[src/rtl/swarm_runtime_cfg.sv]
// swarm_runtime_cfg
//   Host-writable, double-buffered runtime configuration block. Host writes
//   land in a shadow bank. A commit command copies the shadow bank into the
//   active bank once the task system reports quiesce. The active bank then
//   reaches every tile through a PIPE_STAGES-deep register pipeline, and
//   commit_done pulses when the tile outputs hold the new values.
//
//   state  | meaning
//   -------+-----------------------------------------------------------
//   IDLE   | no commit outstanding
//   WAIT_Q | commit requested, waiting for quiesce to copy shadow->active
//   DIST   | active bank copied, counting down the pipeline latency
//
// Ports
//   clk, rstn                       clock, async active-low reset
//   reg_wvalid/wready/waddr/wdata   host write channel
//   reg_rreq/raddr                  host read request (always accepted)
//   reg_rresp_valid/data            read response, one cycle after rreq
//   quiesce                         task system idle, commit may proceed
//   commit_pending                  commit waiting for quiesce or distributing
//   commit_done                     one-cycle pulse, tiles hold new values
//   cfg_epoch                       completed commit count (wraps)
//   tile_cfg                        per-tile copy of the active bank
//
// Address map
//   0x00..N_REGS-1  shadow bank (rw)
//   0x80|i          active bank (ro)
//   0xFE            status (ro): {cfg_epoch, err, commit_pending}
//   0xFF            command (wo): bit0 commit, bit1 revert (revert wins)
module swarm_runtime_cfg #(
    parameter int N_TILES     = 1,
    parameter int N_REGS      = 16,
    parameter int DATA_WIDTH  = 32,
    parameter int PIPE_STAGES = 2,
    parameter logic [N_REGS*DATA_WIDTH-1:0] RESET_VALS = '0
) (
    input  logic                                  clk,
    input  logic                                  rstn,
    input  logic                                  reg_wvalid,
    output logic                                  reg_wready,
    input  logic [7:0]                            reg_waddr,
    input  logic [DATA_WIDTH-1:0]                 reg_wdata,
    input  logic                                  reg_rreq,
    input  logic [7:0]                            reg_raddr,
    output logic                                  reg_rresp_valid,
    output logic [DATA_WIDTH-1:0]                 reg_rresp_data,
    input  logic                                  quiesce,
    output logic                                  commit_pending,
    output logic                                  commit_done,
    output logic [7:0]                            cfg_epoch,
    output logic [N_TILES*N_REGS*DATA_WIDTH-1:0]  tile_cfg
);

    localparam int          BANK_W      = N_REGS * DATA_WIDTH;
    localparam logic [7:0]  ADDR_STATUS = 8'hFE;
    localparam logic [7:0]  ADDR_CMD    = 8'hFF;
    localparam logic [8:0]  N_REGS_L    = 9'(N_REGS);
    localparam logic [3:0]  PIPE_CNT    = 4'(PIPE_STAGES);

    typedef enum logic [1:0] {
        IDLE   = 2'd0,
        WAIT_Q = 2'd1,
        DIST   = 2'd2
    } state_t;

    state_t                 state_q, state_d;
    logic [3:0]             cnt_q;
    logic [BANK_W-1:0]      shadow_q;
    logic [BANK_W-1:0]      active_q;
    logic [BANK_W-1:0]      pipe_out;
    logic [7:0]             epoch_q;
    logic                   err_q;
    logic [DATA_WIDTH-1:0]  rdata_d;

    logic wr_acc, cmd_wr, cmd_commit, cmd_revert, shadow_hit, wr_illegal;
    logic copy_en, revert_en, done;

    // ---------------------------------------------------------------
    // Write decode
    // ---------------------------------------------------------------
    assign reg_wready = (state_q != DIST);
    assign wr_acc     = reg_wvalid & reg_wready;
    assign shadow_hit = ({1'b0, reg_waddr} < N_REGS_L);
    assign cmd_wr     = wr_acc & (reg_waddr == ADDR_CMD);
    assign cmd_revert = cmd_wr & reg_wdata[1];
    assign cmd_commit = cmd_wr & reg_wdata[0] & ~reg_wdata[1];
    // Active-bank and status addresses are read-only; writes there are
    // dropped and flagged just like writes to unmapped space.
    assign wr_illegal = wr_acc & ~shadow_hit & (reg_waddr != ADDR_CMD);

    // ---------------------------------------------------------------
    // Commit FSM
    // ---------------------------------------------------------------
    always_ff @(posedge clk or negedge rstn) begin
        if (!rstn) begin
            state_q <= IDLE;
            cnt_q   <= '0;
            epoch_q <= '0;
            err_q   <= 1'b0;
        end else begin
            state_q <= state_d;
            if (copy_en)
                cnt_q <= PIPE_CNT;
            else if (state_q == DIST && cnt_q != 4'd0)
                cnt_q <= cnt_q - 4'd1;
            if (done)
                epoch_q <= epoch_q + 8'd1;
            if (wr_illegal)
                err_q <= 1'b1;
        end
    end

    always_comb begin
        state_d   = state_q;
        copy_en   = 1'b0;
        revert_en = 1'b0;
        done      = 1'b0;
        case (state_q)
            IDLE: begin
                if (cmd_revert)
                    revert_en = 1'b1;
                else if (cmd_commit)
                    state_d = WAIT_Q;
            end
            WAIT_Q: begin
                // A revert cancels the commit even if quiesce is high.
                if (cmd_revert) begin
                    revert_en = 1'b1;
                    state_d   = IDLE;
                end else if (quiesce) begin
                    copy_en = 1'b1;
                    state_d = DIST;
                end
            end
            DIST: begin
                if (cnt_q == 4'd0) begin
                    done    = 1'b1;
                    state_d = IDLE;
                end
            end
            default: state_d = IDLE;
        endcase
    end

    assign commit_pending = (state_q != IDLE);
    assign commit_done    = done;
    assign cfg_epoch      = epoch_q;

    // ---------------------------------------------------------------
    // Shadow and active banks. The copy reads the pre-edge shadow, so a
    // shadow write accepted in the copy cycle lands after the copy.
    // ---------------------------------------------------------------
    always_ff @(posedge clk or negedge rstn) begin
        if (!rstn) begin
            shadow_q <= RESET_VALS;
            active_q <= RESET_VALS;
        end else begin
            if (copy_en)
                active_q <= shadow_q;
            if (revert_en)
                shadow_q <= active_q;
            else if (wr_acc && shadow_hit) begin
                for (int i = 0; i < N_REGS; i++) begin
                    if (reg_waddr == 8'(i))
                        shadow_q[i*DATA_WIDTH +: DATA_WIDTH] <= reg_wdata;
                end
            end
        end
    end

    // ---------------------------------------------------------------
    // Read path: registered, one cycle latency, pre-edge values.
    // ---------------------------------------------------------------
    always_comb begin
        rdata_d = '0;
        for (int i = 0; i < N_REGS; i++) begin
            if (reg_raddr == 8'(i))
                rdata_d = shadow_q[i*DATA_WIDTH +: DATA_WIDTH];
            if (reg_raddr == (8'h80 | 8'(i)))
                rdata_d = active_q[i*DATA_WIDTH +: DATA_WIDTH];
        end
        if (reg_raddr == ADDR_STATUS)
            rdata_d = DATA_WIDTH'({epoch_q, err_q, commit_pending});
    end

    always_ff @(posedge clk or negedge rstn) begin
        if (!rstn) begin
            reg_rresp_valid <= 1'b0;
            reg_rresp_data  <= '0;
        end else begin
            reg_rresp_valid <= reg_rreq;
            reg_rresp_data  <= reg_rreq ? rdata_d : '0;
        end
    end

    // ---------------------------------------------------------------
    // Distribution: one shared pipe fanned out to every tile.
    // ---------------------------------------------------------------
    generate
        if (PIPE_STAGES == 0) begin : g_nopipe
            assign pipe_out = active_q;
        end else begin : g_pipe
            logic [BANK_W-1:0] stage_q [PIPE_STAGES];

            always_ff @(posedge clk or negedge rstn) begin
                if (!rstn) begin
                    for (int s = 0; s < PIPE_STAGES; s++)
                        stage_q[s] <= RESET_VALS;
                end else begin
                    stage_q[0] <= active_q;
                    for (int s = 1; s < PIPE_STAGES; s++)
                        stage_q[s] <= stage_q[s-1];
                end
            end

            assign pipe_out = stage_q[PIPE_STAGES-1];
        end
    endgenerate

    for (genvar t = 0; t < N_TILES; t++) begin : g_tile
        assign tile_cfg[t*BANK_W +: BANK_W] = pipe_out;
    end

endmodule

[config.mk]
export PLATFORM = sky130hd
export DESIGN_NAME = swarm_runtime_cfg
export DESIGN_NICKNAME = d
export VERILOG_FILES = /design/src/rtl/swarm_runtime_cfg.sv
export SDC_FILE = /design/constraint.sdc
export NUM_CORES = 2
export LEC_CHECK = 0
export CORE_MARGIN = 2
export CORE_UTILIZATION = 25
export DETAILED_ROUTE_END_ITERATION = 6
export HOLD_SLACK_MARGIN = 0.1
export PLACE_DENSITY = 0.5
export SETUP_SLACK_MARGIN = 0.4
export SLEW_MARGIN = 20
export SYNTH_ARGS = -nofsm -noshare
export SYNTH_HDL_FRONTEND = slang
export SYNTH_SLANG_ARGS = --single-unit
[constraint.sdc]
create_clock -name clk -period 6.6 [get_ports clk]
set_clock_uncertainty 0.15 [all_clocks]
set_input_delay 0.99 -clock clk [delete_from_list [all_inputs] [get_ports clk]]
set_output_delay 0.99 -clock clk [all_outputs]
set_load 0.03 [all_outputs]
==> results_dict.tcl <==
set metrics [dict create \
    netlist-cell-type-count 84 \
    hold_violations 0 \
    synth_cells 6567 \
    fmax_ghz 0.207 \
    violations "DRC" \
    min-delay-path-class "flop to flop" \
    endpoint "reg_rresp_data[10]" \
    dpl_cell_area_um2 91000 \
    detail_route.iter0.violations 6836 \
    final.hold.worst_slack_ns 0.165 \
    share_of_synthesized_area_occupied_by_flip_flops_and_latches_pct 63.2 \
    grt_start_max_net_pins 167 \
    fp.dieArea_um2 337000 \
    final_period_minus_worst_setup_slack_ns 4.84 \
    cts-root-buf "clkbuf_16" \
    status "finished with violations" \
    fillerInstances 33200 \
    sw_frac_of_total_pct 23.5 \
    postSynth.asyncResetShare_pct 100 \
    vdd_drop_max_mv 0.221 \
    die_y_um 580 \
    dpl.hpwl_um 254000 \
    start_kind "input pin" \
    worst-endpoint-required_ns 7.19 \
    cp_max_fo 21 \
    p_int_mw 21.5 \
    synth_nets 6623 \
    cts_max_level 4 \
    drt_pre_antenna_iters 7 \
    reg2reg_to "shadow_q[101]" \
    post-route-drc-count 1 \
    initial_utilization_pct 25.1 \
    cts-root-to-sink-buffers 4 \
    register_clock_pin_slew_on_the_reported_worst_setup_and_hold_paths_ns 0.06 \
    finalSetupTns_ns 0 \
    timing.max_cap.violations 0 \
    final_nets 6737 \
    report.final.slew_viol_count 0 \
    buffer_ports.inserted 608 \
    post_dr_vias_cell 4.96 \
    vias 56000 \
    synth_area_per_cell_um2 12.6 \
    core.rowCount 211 \
    worst-r2r-cell-count 8 \
    fp.dieW_um 580 \
    numCtsBuffers 234 \
    report.final.setup_viol 0 \
    wl_per_cell_um 31.1 \
    clock_sinks 2096 \
    cts_post_setup_buffers_inserted 0 \
    final_design_area_no_fill_um2 99300 \
    ys_warn_count 0 \
    crit_start "reg_raddr[6]" \
    p_leak_nw 44.5 \
    global_route.overflow_total 0 \
    synth-edff-count 0 \
    timing.critical_path.to_type "flop" \
    route.antenna.remaining_nets 0 \
    place.gp.congestion 0.945 \
    core-area_um2 331000 \
    syn_to_final_growth_pct 19.6 \
    power.clock.fraction_pct 49.9 \
    timing_worst_setup_path_type "input pin to flop" \
    max-slew-margin-rel_pct 14.7 \
    ys.flop_type "dfrtp_1" \
    power.share.combinational_pct 3.4 \
    post_synth_instance_area_um2 83000 \
    transition_at_the_pin_with_the_smallest_max_transition_slack_ns 1.28 \
    reg2reg_setup_slack_ns 2.95 \
    route.final.wire_length_um 351000 \
    power_per_cell_area_nw_per_um2 283 \
    grt.total_usage_pct 20.3 \
    drive_gt1_share_pct 17.9 \
    tritoncts "done" \
    seqPwrFrac_pct 46.6 \
    post-layout-total-power_mw 28.1 \
    grt_setup_unrepaired "false" \
    p_switching_mw 6.59 \
    grt_pass1_vias 56100 \
    ys_seq_elements 2096 \
    worstSkewPairLatency_ns 0.95 \
    grt_first_pass_wirelength_um 480000 \
    cp_data_arrival_time_ns 5.43 \
    post-route-period-util_pct 73.3 \
    io_pins 609 \
    antenna_found_initial 74 \
    worst_r2r_startpoint "state_q[1]" \
]
[how the worst min path moves through the flow]
stage	startpoint	end	slack, ns	cells past startpoint
floorplan	g_pipe.stage_q[512]	tile_cfg[0]	0.18	0
global placement	g_pipe.stage_q[669]	tile_cfg[157]	0.18	0
detailed placement	g_pipe.stage_q[669]	tile_cfg[157]	0.18	0
CTS	g_pipe.stage_q[717]	tile_cfg[205]	0.16	0
global route	g_pipe.stage_q[717]	tile_cfg[205]	0.17	0
finish	g_pipe.stage_q[883]	tile_cfg[371]	0.17	0
[flip-flops by register name, summed over array words and instances (netlist names)]
name             cells
active_q           512
cfg_epoch            8
cnt_q                4
err_q                1
g_pipe.stage_q     512
reg_rresp_data      32
reg_rresp_valid      1
shadow_q           512
state_q              2
tile_cfg           512
[logic make-up after synthesis]
logic type               count (synthesis)  share of synthesized area (%)
flip-flops                            2096                           63.2
XOR/XNOR                                10                          0.105
adder cells (fa/ha/maj)                  3                         0.0452
buffers and inverters                  964                           7.12
AND/OR/NAND/NOR                       1092                           5.84
multiplexers                          1067                           13.6
AO/OA/AOI/OAI                         1335                           10.1
[cell usage after synthesis (20+ instances only)]
cell type  number  share of area, %
a222oi_1       22              0.27
clkbuf_1      194              0.88
buf_2         204               1.2
o21ai_1        38              0.23
a31oi_1        20              0.15
nand2_1       661               3.0
buf_4         525               4.7
a22oi_1       109              0.99
nand3_1        84              0.51
a22o_1         20              0.21
a221o_1        22              0.27
a211oi_1       23              0.21
nor2_1        147              0.66
nor3_1         52              0.31
a221oi_1       77              0.81
o22ai_1        52              0.39
a21oi_1       142              0.86
mux2i_1       546               6.6
mux2_2        521               7.1
dfrtp_1      2096                63
o221ai_1       37              0.39
o21ai_0       628               3.8
[critical path, cell delays in order]
cell and delay, ns:
clkdlybuf4s50_1 0.71, or4_2 0.48, buf_4 0.34, buf_4 0.35
nor3_2 0.08, buf_4 0.31, a222oi_1 0.36, nand3_1 0.21
or4_1 0.60, nor4_1 0.75, o22ai_1 0.18
[layer usage]
layer	global-route usage, %	vias up	share of wire [%]	wire [um]
li1	-	23000	-	-
met1	26.6	29400	41	143000
met2	31.8	2919	46	160000
met3	4.52	646	8.2	28900
met4	9.64	18	5.4	19100
met5	0	-	0.032	113
[layout by cell type (no fill, tap or decap), drive strengths merged, types with 84 or more instances in the layout]
cell type / count
buf: 225
a21oi: 142
mux2: 521
o21ai: 666
a22oi: 109
nand2: 661
mux2i: 546
clkbuf: 316
clkdlybuf4s50: 601
nand3: 84
dfrtp: 2096
nor2: 156
[per-stage QoR]
step                      util (%)  setup slack, ns  cells
final                         30.1             1.76  11300
after global routing          30.0             1.92  11300
after CTS                     30.0             1.92  11200
after detailed placement      27.5            0.963  10800
after global placement        27.5             1.08  10800
after floorplan                  -             3.36   6567
[repair_timing]
item / CTS / global route
resized for setup: 0 / 0
hold buffers: 1 / 0
endpoints found under the hold margin: 67 / 0
[power by group through the flow]
stage	Clock [mW]	Combinational, mW	Sequential [mW]
2_1_floorplan	0	0.314	13.3
3_3_place_gp	0	0.954	13.3
3_5_place_dp	0	0.970	13.3
4_1_cts	14.3	0.972	13.1
5_1_grt	14.9	1.04	13.1
6_report	14.0	0.963	13.1
[final cells by class]
type / count / area [um2] / area share (%)
multi-input combinational: 3507 / 24900 / 25.1
sequential: 2096 / 52500 / 52.8
tap: 4366 / 5460 / 5.50
clock inverter: 119 / 1620 / 1.63
inverter: 15 / 56.3 / 0.0567
clock buffer: 316 / 6630 / 6.67
timing repair buffer: 827 / 8100 / 8.15
antenna: 44 / 110 / 0.111
No activity file was read; power rests on OpenSTA's default activity.
